--- src/rtl/bcd_score_counter.sv ---
// Multi-digit BCD score counter with saturate/wrap, synchronous clear,
// high-score tracking and at_max / at_zero decodes.

// One BCD digit of the add/subtract ripple chain.
module bcd_digit_addsub (
    input  logic       i_sub,
    input  logic [3:0] i_a,
    input  logic [3:0] i_b,
    input  logic       i_cin,
    output logic [3:0] o_d,
    output logic       o_cout
);
    logic [4:0] w_raw;
    logic [4:0] w_adj;

    always_comb begin
        w_raw  = 5'd0;
        w_adj  = 5'd0;
        o_d    = 4'd0;
        o_cout = 1'b0;
        if (i_sub) begin
            // Operands are 0..9, so the difference lies in -10..9 and bit 4 is the sign.
            w_raw = {1'b0, i_a} - {1'b0, i_b} - {4'd0, i_cin};
            w_adj = w_raw + 5'd10;
            if (w_raw[4]) begin
                o_d    = w_adj[3:0];
                o_cout = 1'b1;
            end else begin
                o_d    = w_raw[3:0];
            end
        end else begin
            w_raw = {1'b0, i_a} + {1'b0, i_b} + {4'd0, i_cin};
            w_adj = w_raw - 5'd10;
            if (w_raw > 5'd9) begin
                o_d    = w_adj[3:0];
                o_cout = 1'b1;
            end else begin
                o_d    = w_raw[3:0];
            end
        end
    end
endmodule

module bcd_score_counter #(
    parameter int NUM_DIGITS = 4,
    parameter int SATURATE   = 1
) (
    input  logic                    clk,
    input  logic                    resetN,
    input  logic                    up,
    input  logic                    down,
    input  logic [3:0]              step,
    input  logic                    clear,
    output logic [4*NUM_DIGITS-1:0] score,
    output logic [4*NUM_DIGITS-1:0] high_score,
    output logic                    new_high,
    output logic                    at_max,
    output logic                    at_zero
);
    localparam int W = 4 * NUM_DIGITS;
    localparam logic [W-1:0] ALL9 = {NUM_DIGITS{4'h9}};

    logic [W-1:0]          r_score;
    logic [W-1:0]          r_high;
    logic                  r_new_high;

    logic [3:0]            w_step;
    logic [NUM_DIGITS:0]   w_carry;
    logic [W-1:0]          w_result;
    logic [W-1:0]          w_next;

    assign w_step     = (step > 4'd9) ? 4'd9 : step;
    assign w_carry[0] = 1'b0;

    // Step enters at the units digit; higher digits only see the ripple.
    for (genvar g = 0; g < NUM_DIGITS; g++) begin : g_dig
        logic [3:0] w_b;
        assign w_b = (g == 0) ? w_step : 4'd0;
        bcd_digit_addsub u_dig (
            .i_sub  (down),
            .i_a    (r_score[4*g +: 4]),
            .i_b    (w_b),
            .i_cin  (w_carry[g]),
            .o_d    (w_result[4*g +: 4]),
            .o_cout (w_carry[g+1])
        );
    end

    always_comb begin
        w_next = r_score;
        if (clear) begin
            w_next = '0;
        end else if (up ^ down) begin
            if (w_carry[NUM_DIGITS] && (SATURATE != 0))
                w_next = up ? ALL9 : '0;
            else
                w_next = w_result;
        end
    end

    always_ff @(posedge clk or negedge resetN) begin
        if (!resetN) begin
            r_score    <= '0;
            r_high     <= '0;
            r_new_high <= 1'b0;
        end else begin
            r_score <= w_next;
            // Packed BCD orders the same as binary, so a plain compare suffices.
            if (w_next > r_high) begin
                r_high     <= w_next;
                r_new_high <= 1'b1;
            end else begin
                r_new_high <= 1'b0;
            end
        end
    end

    assign score      = r_score;
    assign high_score = r_high;
    assign new_high   = r_new_high;
    assign at_max     = (r_score == ALL9);
    assign at_zero    = (r_score == '0);
endmodule

--- config.mk ---
export PLATFORM = sky130hd
export DESIGN_NAME = bcd_score_counter
export DESIGN_NICKNAME = d
export VERILOG_FILES = /design/src/rtl/bcd_score_counter.sv
export SDC_FILE = /design/constraint.sdc
export NUM_CORES = 1
export LEC_CHECK = 0
export ABC_AREA = 1
export BUFFER_PORTS_ARGS = -buffer_cell sky130_fd_sc_hd__buf_2
export CAP_MARGIN = 30
export CORE_AREA = 2 2 115 117
export DETAILED_ROUTE_END_ITERATION = 10
export DIE_AREA = 0 0 117 119
export GPL_ROUTABILITY_DRIVEN = 1
export SYNTH_ARGS = -nofsm -noshare
export SYNTH_HDL_FRONTEND = slang
export SYNTH_SLANG_ARGS = --single-unit
--- constraint.sdc ---
create_clock -name clk -period 14 [get_ports clk]
set_clock_uncertainty 0.2 [all_clocks]
set_input_delay 2.8 -clock clk [delete_from_list [all_inputs] [get_ports clk]]
set_output_delay 2.8 -clock clk [all_outputs]
set_load 0.01 [all_outputs]
## After elaboration in Yosys (flattened, before gate mapping)

Cells that the tools add are included.

| storage, ports and cells | value |
|---|---|
| register bits after elaboration | 33 |
| word-level logic and storage cells | 58 |
| output and inout port bits | 35 |

| cells by class | value |
|---|---|
| reductions and logical operators | 1 |
| multiplexer cells | 30 |
| equal/unequal tests | 1 |
| bitwise gates (word level) | 1 |
| $lt $le $gt $ge | 6 |
| add/sub/neg operators | 16 |

Operators with widths:

| kind | count |
|---|---|
| 16-bit two-way mux | 4 |
| 4-bit two-way mux | 13 |
| 5-bit by 4-bit > comparator with 1-bit output, second input constant | 4 |
| 4-bit adder, second input constant | 4 |
| 16-bit equality test, second input constant | 1 |
| 16-bit > comparator | 1 |
| 16-bit zero test | 1 |
| 4-bit subtractor, second input constant | 4 |
| 4-bit by 1-bit adder with 5-bit output | 3 |
| 4-bit by 1-bit subtractor with 5-bit output | 3 |
| 1-bit two-way mux | 13 |
| 4-bit by 4-bit adder with 5-bit output | 1 |
| 4-bit by 4-bit subtractor with 5-bit output | 1 |
| 4-bit > comparator, second input constant | 1 |
| 1-bit bitwise XOR | 1 |

## Depth between registers and ports, before layout

Gate-level depths: netlist of the first run.

| logic depth | value |
|---|---|
| depth after elaboration | 23 |
| mapped depth | 60 |
| gate-level depth less buffers | 57 |

## By module

Synthesis of the first run repeated with hierarchy kept, for this count alone.

| second synthesis, totals | value |
|---|---|
| cell total of the unflattened synthesis | 677 |
| area total of the unflattened synthesis | 4424.2 um2 |

Modules (own cells, without submodules):

| module | area each (um2) | times used | cells an instance | seq. area each (um2) |
|---|---|---|---|---|
| bcd_digit_addsub | 621.8 | 4 | 110 | 0.0 |
| bcd_score_counter | 1936.9 | 1 | 237 | 825.8 |

## Least setup slack after synthesis of the first run

Ideal clock, no wire load.

| timing path | value |
|---|---|
| kind | input-to-reg |
| start point | in step[1] |
| end point | reg r_high[11], in the netlist high_score[11] |
| library setup time | 117 ps |
| arrival time | 9500 ps |
| stages on the path | 58 |
| required time | 13683 ps |
| path slack | 4183 ps |
| cell sequence | inv_1 -> a21oi_1 -> or2_2 -> ha_1 -> inv_1 -> fa_1 -> xnor2_1 -> nand2_1 -> nand2_1 -> nand2_1 -> nand2_1 -> o21ai_0 -> ha_1 -> ha_1 -> xnor2_1 -> nand2_1 -> nand2_1 -> nand2_1 -> (+22 left out) -> buf_6 -> nand2_1 -> nand2_1 -> a21oi_1 -> ha_1 -> nand2_1 -> inv_1 -> nand2_1 -> nand2_1 -> a31oi_1 -> nor2_1 -> o21ai_1 -> nand2_1 -> nand2_1 -> inv_2 -> buf_4 -> nand3_1 -> nand2_1 |

| between the ends | value |
|---|---|
| longest elaborated chain between the ends | 22 |

Ends and longest elaborated chain:

| element | line | source |
|---|---|---|
| from (decl) | 52 | `input logic [3:0] step,` |
| 4-bit > comparator | 72 | `assign w_step = (step > 4'd9) ? 4'd9 : step;` |
| 4-bit two-way mux * | 72 |  |
| 4-bit by 4-bit adder with 5-bit output | 32 | `w_raw = {1'b0, i_a} + {1'b0, i_b} + {4'd0, i_cin};` |
| 5-bit by 4-bit > comparator with 1-bit output | 34 | `if (w_raw > 5'd9) begin` |
| 1-bit two-way mux | 34 |  |
| 1-bit two-way mux | 21 | `if (i_sub) begin` |
| 4-bit by 1-bit adder with 5-bit output | 32 |  |
| 5-bit by 4-bit > comparator with 1-bit output | 34 |  |
| (+7 left out) | -- |  |
| 5-bit by 4-bit > comparator with 1-bit output | 34 |  |
| 1-bit two-way mux | 34 |  |
| 1-bit two-way mux | 21 |  |
| 16-bit two-way mux * | 94 | `if (w_carry[NUM_DIGITS] && (SATURATE != 0))` |
| 16-bit two-way mux * | 93 | `end else if (up ^ down) begin` |
| 16-bit two-way mux * | 91 | `if (clear) begin` |
| named net w_next[3] | 70 | `logic [W-1:0] w_next;` |
| 16-bit > comparator * | 109 | `if (w_next > r_high) begin` |
| to (signal assigned) | 110 | `r_high <= w_next;` |
| to (decl) | 64 | `logic [W-1:0] r_high;` |

The timed path passes the listed nets; every way through them passes the cells marked *.
A chain may end at the register's enable or synchronous reset.

## Worst setup path in the final report of the first run

| timing path | value |
|---|---|
| start point | in step[3] |
| end point | reg r_high[11], in the netlist high_score[11] |

The elaborated chain is that of the path after synthesis.

==> out/summary.txt, run 1 <==
Met2 wire len: 3.55 mm
CTS sink count: 33
Number of flops mapped to enable cells by yosys: 0
Die Y-Extent: 119 microns
Worst EP required: 13.96 ns
Crit Path Max Fanout: 17
Post-DP HPWL: 6.69 mm
Share of the synthesized area in the top cell type: 0.248
Vias: 3041
Total Routing Usage GR: 0.122
Post-synth ARST share: 1.00
Drt wl/cell: 11.9 microns
Final Power: 569 uW
Met3 Routed Length: 343 microns
Final setup viols: 0
Largest net degree at the start of global routing: 35
Avg Synthesized Cell Area: 6.94 sq um
Post-route ant nets: 0
Post-layout nets: 571
Clock-pin slew on the worst setup and hold paths: 0.05 ns
DRC: 0
Delay-heaviest family, CP: simple AND/OR/NAND/NOR gates
Layout area overhead: 15.2%
Syn Nets: 535
M1 wire length: 4.17 mm
Router iterations before antenna repair: 4
Final antenna diode count: 0
Starting Density: 0.259
Status: finished, final reports clean
CP Capture Type: register
Boundary Pins: 44
Crit path DAT: 10.76 ns
H-tree depth: 2
Area of the die: 13900 sq um
IO Port Bufs: 43
GRT overflow: 0
Synth Instances: 480
Leakage: 0.00213 uW
Max Used Layer: met4
Mapped cell area: 3330 sq um
Yosys warnings: 0
DR iter-0 viols: 120
Post-CTS Setup Bufs: 0
TritonCTS clock tree: yes
Max-slew violation count: 0
Gp weighted congestion: 0.873
Hold Path Class: reg -> reg
DR vias/cell: 4.39
Cells taking the most area after synthesis: dfrtp_1, ha_1, nand2_1, inv_1, nand3_1
Worst Path Buf+Inv: 8
Num CTS Buffers: 5
RSZ-0062 raised after global routing: false
Final period util: 0.772
Synth cell count leaders: nand2_1, inv_1, ha_1, nand3_1, o21ai_0
Crit Path Class: in -> reg
Most frequent cell after synthesis: nand2_1
Hold_buf cts: 0
Most used DFF post-synth: dfrtp_1
Worst setup SP type: primary input
Skew-Pair Late Insertion Delay: 0.27 ns
Max cap viols: 0
Layout filler cell count: 1399
Worst slew margin: 0.355
Most area-hungry cell type in the Yosys netlist: dfrtp_1
Most frequent CP cell: nand2_1
Register bit count reported by yosys: 33
Tightest Pin Transition: 0.966 ns
Worst stage delay on the critical path: 0.41 ns
CTS max path bufs: 2
Clk root buf: clkbuf_16
CTS resizes: 0
Synth unique cells: 32
Rows: 42
Min cycle time layout: 10.80 ns
Layout Cells excl Fill: 693
Fin. Hold Viols: 0
Share of cells above drive strength 1: 0.145
Core footprint: 12900 sq um
Power Density: 148 nW/um^2
Final wirelength: 8.23 mm
DIE WIDTH: 117 microns
DP Cell Count: 685
First-pass GRT wire length: 13.7 mm
Vias in the first global route: 2849
Sequential area share after synthesis: 0.248
Initial antenna violation count: 0
Peak supply drop: 0.0000933 V
Fmax: 0.0926 GHz
Slowest CP cell: nand2_1
Setup TNS: 0 ns
metal layers:
layer | global-route usage | vias to the layer above
li1 | - | 1629
met1 | 0.175 | 1336
met2 | 0.189 | 63
met3 | 0.0198 | 13
met4 | 0.0360 | 0
met5 | 0 | -
cell type report:
class                           instances  area (sq um)  share of cell area
Multi-Input combinational cell        356          2130               0.555
Sequential cell                        33           826               0.215
Inverter                               77           289              0.0753
Tap cell                              176           220              0.0574
Timing Repair Buffer                   43           215              0.0561
Clock buffer                            7           153              0.0398
Clock inverter                          1          5.00             0.00130
final timing paths:
path	slack, ns	depth (start not counted)	from	end
setup / recovery	3.20	57	step[3]	high_score[11]
hold / removal	0.30	2	high_score[7]	high_score[7]
setup reg to reg	5.68	52	score[1]	high_score[11]
hold reg to reg	0.30	2	high_score[7]	high_score[7]
max in group asynchronous	10.74	1	resetN	score[1]
min in group asynchronous	2.39	1	resetN	high_score[14]
flip-flops by register name, indices dropped and copies added (netlist names):
register and cells:
high_score 16, new_high 1, score 16
cells by family after synthesis:
family | Yosys count | share of synthesized area
and+or+nand+nor | 225 | 0.305
AOI/OAI and AO/OA | 74 | 0.120
DFF | 33 | 0.248
buffers and inverters | 91 | 0.113
xor gates and xnor gates | 11 | 0.0368
adders and majority gates | 46 | 0.177
cell usage in the layout (no fill, tap or decap):
cell type	netlist	routed
a21oi_1	30	30
a21oi_2	1	1
a31oi_1	1	1
and2_1	3	3
buf_2	6	43
clkbuf_16	0	5
clkbuf_8	0	2
clkinv_2	0	1
dfrtp_1	33	33
fa_1	2	2
ha_1	44	44
inv_1	73	73
inv_2	4	4
nand2_1	133	133
nand2_2	3	3
nand3_1	44	44
nand3_2	4	4
nand3_4	2	2
nand3b_1	5	5
nand4_1	7	7
nor2_1	18	18
nor3_1	1	1
nor4_1	2	2
o211ai_1	2	2
o21ai_0	34	34
o21ai_1	1	1
o21ai_2	5	5
or2_2	3	3
xnor2_1	3	3
xnor2_4	1	1
xor2_1	6	6
xor2_2	1	1
worst min-delay path, stage by stage (launching register included):
cell and delay (ns):
dfrtp_1 0.35, nand2_1 0.06, nand2_1 0.06
per-stage QoR:
step	setup WS [ns]	util	hold slack (ns)	cell area (sq um)
after floorplan	4.18	-	0.334	3330
after global placement	3.00	0.286	0.296	3680
after detailed placement	2.90	0.286	0.291	3680
after CTS	3.14	0.298	0.304	3840
after global routing	2.23	0.298	0.327	3840
final	3.20	0.298	0.300	3840
where the power goes:
part / switching [uW] / internal, uW
Clock: 37.6 / 75.2
Combinational: 194 / 110
Sequential: 28.4 / 124
Total: 260 / 309
Power figures use the tool's default switching activity.
==> inputs of run 2 (changes only) <==
--- a/config.mk
+++ b/config.mk
@@ -5,12 +5,12 @@
 export SDC_FILE = /design/constraint.sdc
 export NUM_CORES = 1
 export LEC_CHECK = 0
-export ABC_AREA = 1
+export ABC_AREA = 0
 export BUFFER_PORTS_ARGS = -buffer_cell sky130_fd_sc_hd__buf_2
 export CAP_MARGIN = 30
-export CORE_AREA = 2 2 115 117
+export CORE_AREA = 2 2 116 118
 export DETAILED_ROUTE_END_ITERATION = 10
-export DIE_AREA = 0 0 117 119
+export DIE_AREA = 0 0 118 120
 export GPL_ROUTABILITY_DRIVEN = 1
 export SYNTH_ARGS = -nofsm -noshare
 export SYNTH_HDL_FRONTEND = slang
==> constraint.sdc (replaced) <==
create_clock -name clk -period 10 [get_ports clk]
set_clock_uncertainty 0.2 [all_clocks]
set_input_delay 2 -clock clk [delete_from_list [all_inputs] [get_ports clk]]
set_output_delay 2 -clock clk [all_outputs]
set_load 0.01 [all_outputs]
==> out/summary.txt, run 2 <==
Status: finished, final reports clean
Worst setup SP type: primary input
Total Routing Usage GR: 0.143
First-pass GRT wire length: 16.4 mm
Fmax: 0.104 GHz
DR vias/cell: 5.01
Clock-pin slew on the worst setup and hold paths: 0.05 ns
DIE WIDTH: 118 microns
Hold Path Depth: 1
Final period util: 0.963
Slowest CP cell: or4b_4
Rows: 42
CTS sink count: 33
Worst stage delay on the critical path: 0.54 ns
Worst EP required: 9.96 ns
Leakage: 0.00203 uW
Gp weighted congestion: 0.903
Mapped cell area: 3430 sq um
Share of the synthesized area in the top cell type: 0.240
Most area-hungry cell type in the Yosys netlist: dfrtp_1
Hold_buf cts: 0
DP Area: 4100 sq um
Final wirelength: 10.1 mm
Most frequent cells in the layout: buf_4, buf_2, inv_1
Largest net degree at the start of global routing: 34
IO Port Bufs: 43
DR iter-0 viols: 182
Drt wl/cell: 15.6 microns
GRT overflow: 0
Worst slew margin: 0.511
Crit path DAT: 9.59 ns
DP Cell Count: 638
Max cap viols: 0
H-tree depth: 2
Area of the die: 14200 sq um
Synth unique cells: 71
Most frequent cell after synthesis: ha_1
Most frequent CP cell: ha_1
Clk root buf: clkbuf_16
Starting Density: 0.265
Crit Path Max Fanout: 10
CP Capture Type: register
Vias: 3248
Final antenna diode count: 0
Power Density: 207 nW/um^2
Router iterations before antenna repair: 5
Boundary Pins: 44
R2R Setup Slk: 1.82 ns
Synth cell count leaders: ha_1, inv_1, dfrtp_1, nor2_1, o21ai_0
Final setup viols: 0
Post-synth ARST share: 1.00
Hold Path Origin: high_score[12]
Skew-Pair Late Insertion Delay: 0.27 ns
Hold WS: 0.329 ns
Post-DP HPWL: 7.91 mm
Max-slew violation count: 0
Layout area overhead: 27.3%
Yosys warnings: 0
Reg2Reg Launch Point: score[1]
Final Power: 906 uW
Design area: 4370 sq um
Fin. Hold Viols: 0
Register bit count reported by yosys: 33
Num CTS Buffers: 5
Vias in the first global route: 3259
Initial antenna violation count: 0
Tightest Pin Transition: 0.734 ns
Reg2reg end: high_score[7]
Peak supply drop: 0.000121 V
Cells taking the most area after synthesis: dfrtp_1, ha_1, inv_1, mux2_4, o21ai_0
Sequential area share after synthesis: 0.240
Crit Path Class: in -> reg
DRC: 0
Share of cells above drive strength 1: 0.303
Most used DFF post-synth: dfrtp_1
Post-layout nets: 525
TritonCTS clock tree: yes
Number of flops mapped to enable cells by yosys: 0
Most common cell after layout, fill and taps aside: buf_4
Core footprint: 13000 sq um
WHS Endpoint: high_score[12]
Hold Path Class: reg -> reg
Min cycle time layout: 9.63 ns
Die Y-Extent: 120 microns
Avg Synthesized Cell Area: 8.70 sq um
Reg2Reg Depth: 37
Layout Cells excl Fill: 648
Syn Nets: 449
CTS max path bufs: 2
Post-route ant nets: 0
Synth Instances: 395
[run 2: final cells by class]
type | instances | area (sq um)
Clock inverter | 1 | 5.00
Timing Repair Buffer | 88 | 566
Sequential cell | 33 | 826
Inverter | 42 | 158
Fill cell | 1348 | 8610
Multi-Input combinational cell | 301 | 2450
Clock buffer | 7 | 153
Tap cell | 176 | 220
[run 2: power by group]
part	total (uW)	internal (uW)	switching, uW
sequential	212	169	43.9
combinational	538	273	265
clock	156	105	50.7
total	906	547	360
[run 2: critical path, delay by kind of cell]
kind            cells  cell delay [ns]
compound gates     11             2.14
xor+xnor            3             0.42
fa+ha+maj          11             2.50
buf+inv             6             0.80
mux                 1             0.30
simple gates        9             1.42
[run 2: per-stage QoR]
stage	worst slack, ns	TNS (ns)	utilization
after floorplan	0.186	0	-
after global placement	0.0681	0	0.316
after detailed placement	-0.103	-1.33	0.316
after CTS	0.120	0	0.328
after global routing	-0.0685	-0.798	0.337
final	0.368	0	0.337
[run 2: kinds of logic (layout without fill, tap and decap cells)]
group                      Yosys count  after routing  synth area share
buffers and inverters               61            138            0.0758
AOI/OAI and AO/OA                  112            112             0.225
muxes                               18             18            0.0681
and+or+nand+nor                    111            111             0.178
xor gates and xnor gates            15             15            0.0444
DFF                                 33             33             0.240
adders and majority gates           45             45             0.168
[run 2: per-layer routing]
metal,wire length (microns),up-vias,share of wire,track usage
met2,4840,97,0.48,0.237
met3,465,8,0.046,0.0190
met5,0,-,0,0
met1,4740,1552,0.47,0.197
met4,84,0,0.0083,0.0369
li1,-,1591,-,-
[run 2: how the worst max path moves through the flow]
stage,end,cells after the start,slack [ns],from
final,high_score[7],41,0.37,step[3]
after CTS,high_score[1],38,0.12,step[3]
after floorplan,high_score[10],37,0.19,step[3]
after detailed placement,high_score[1],38,-0.10,step[3]
after global placement,high_score[14],39,0.07,step[3]
after global routing,high_score[14],41,-0.07,step[3]
[run 2: timing repair]
| item | in CTS | in global routing |
|---|---|---|
| resized for setup | 0 | 20 |
| buffers inserted | 0 | 2 |
| hold endpoints to repair | 0 | 0 |
| endpoints found under the setup margin | 0 | 17 |
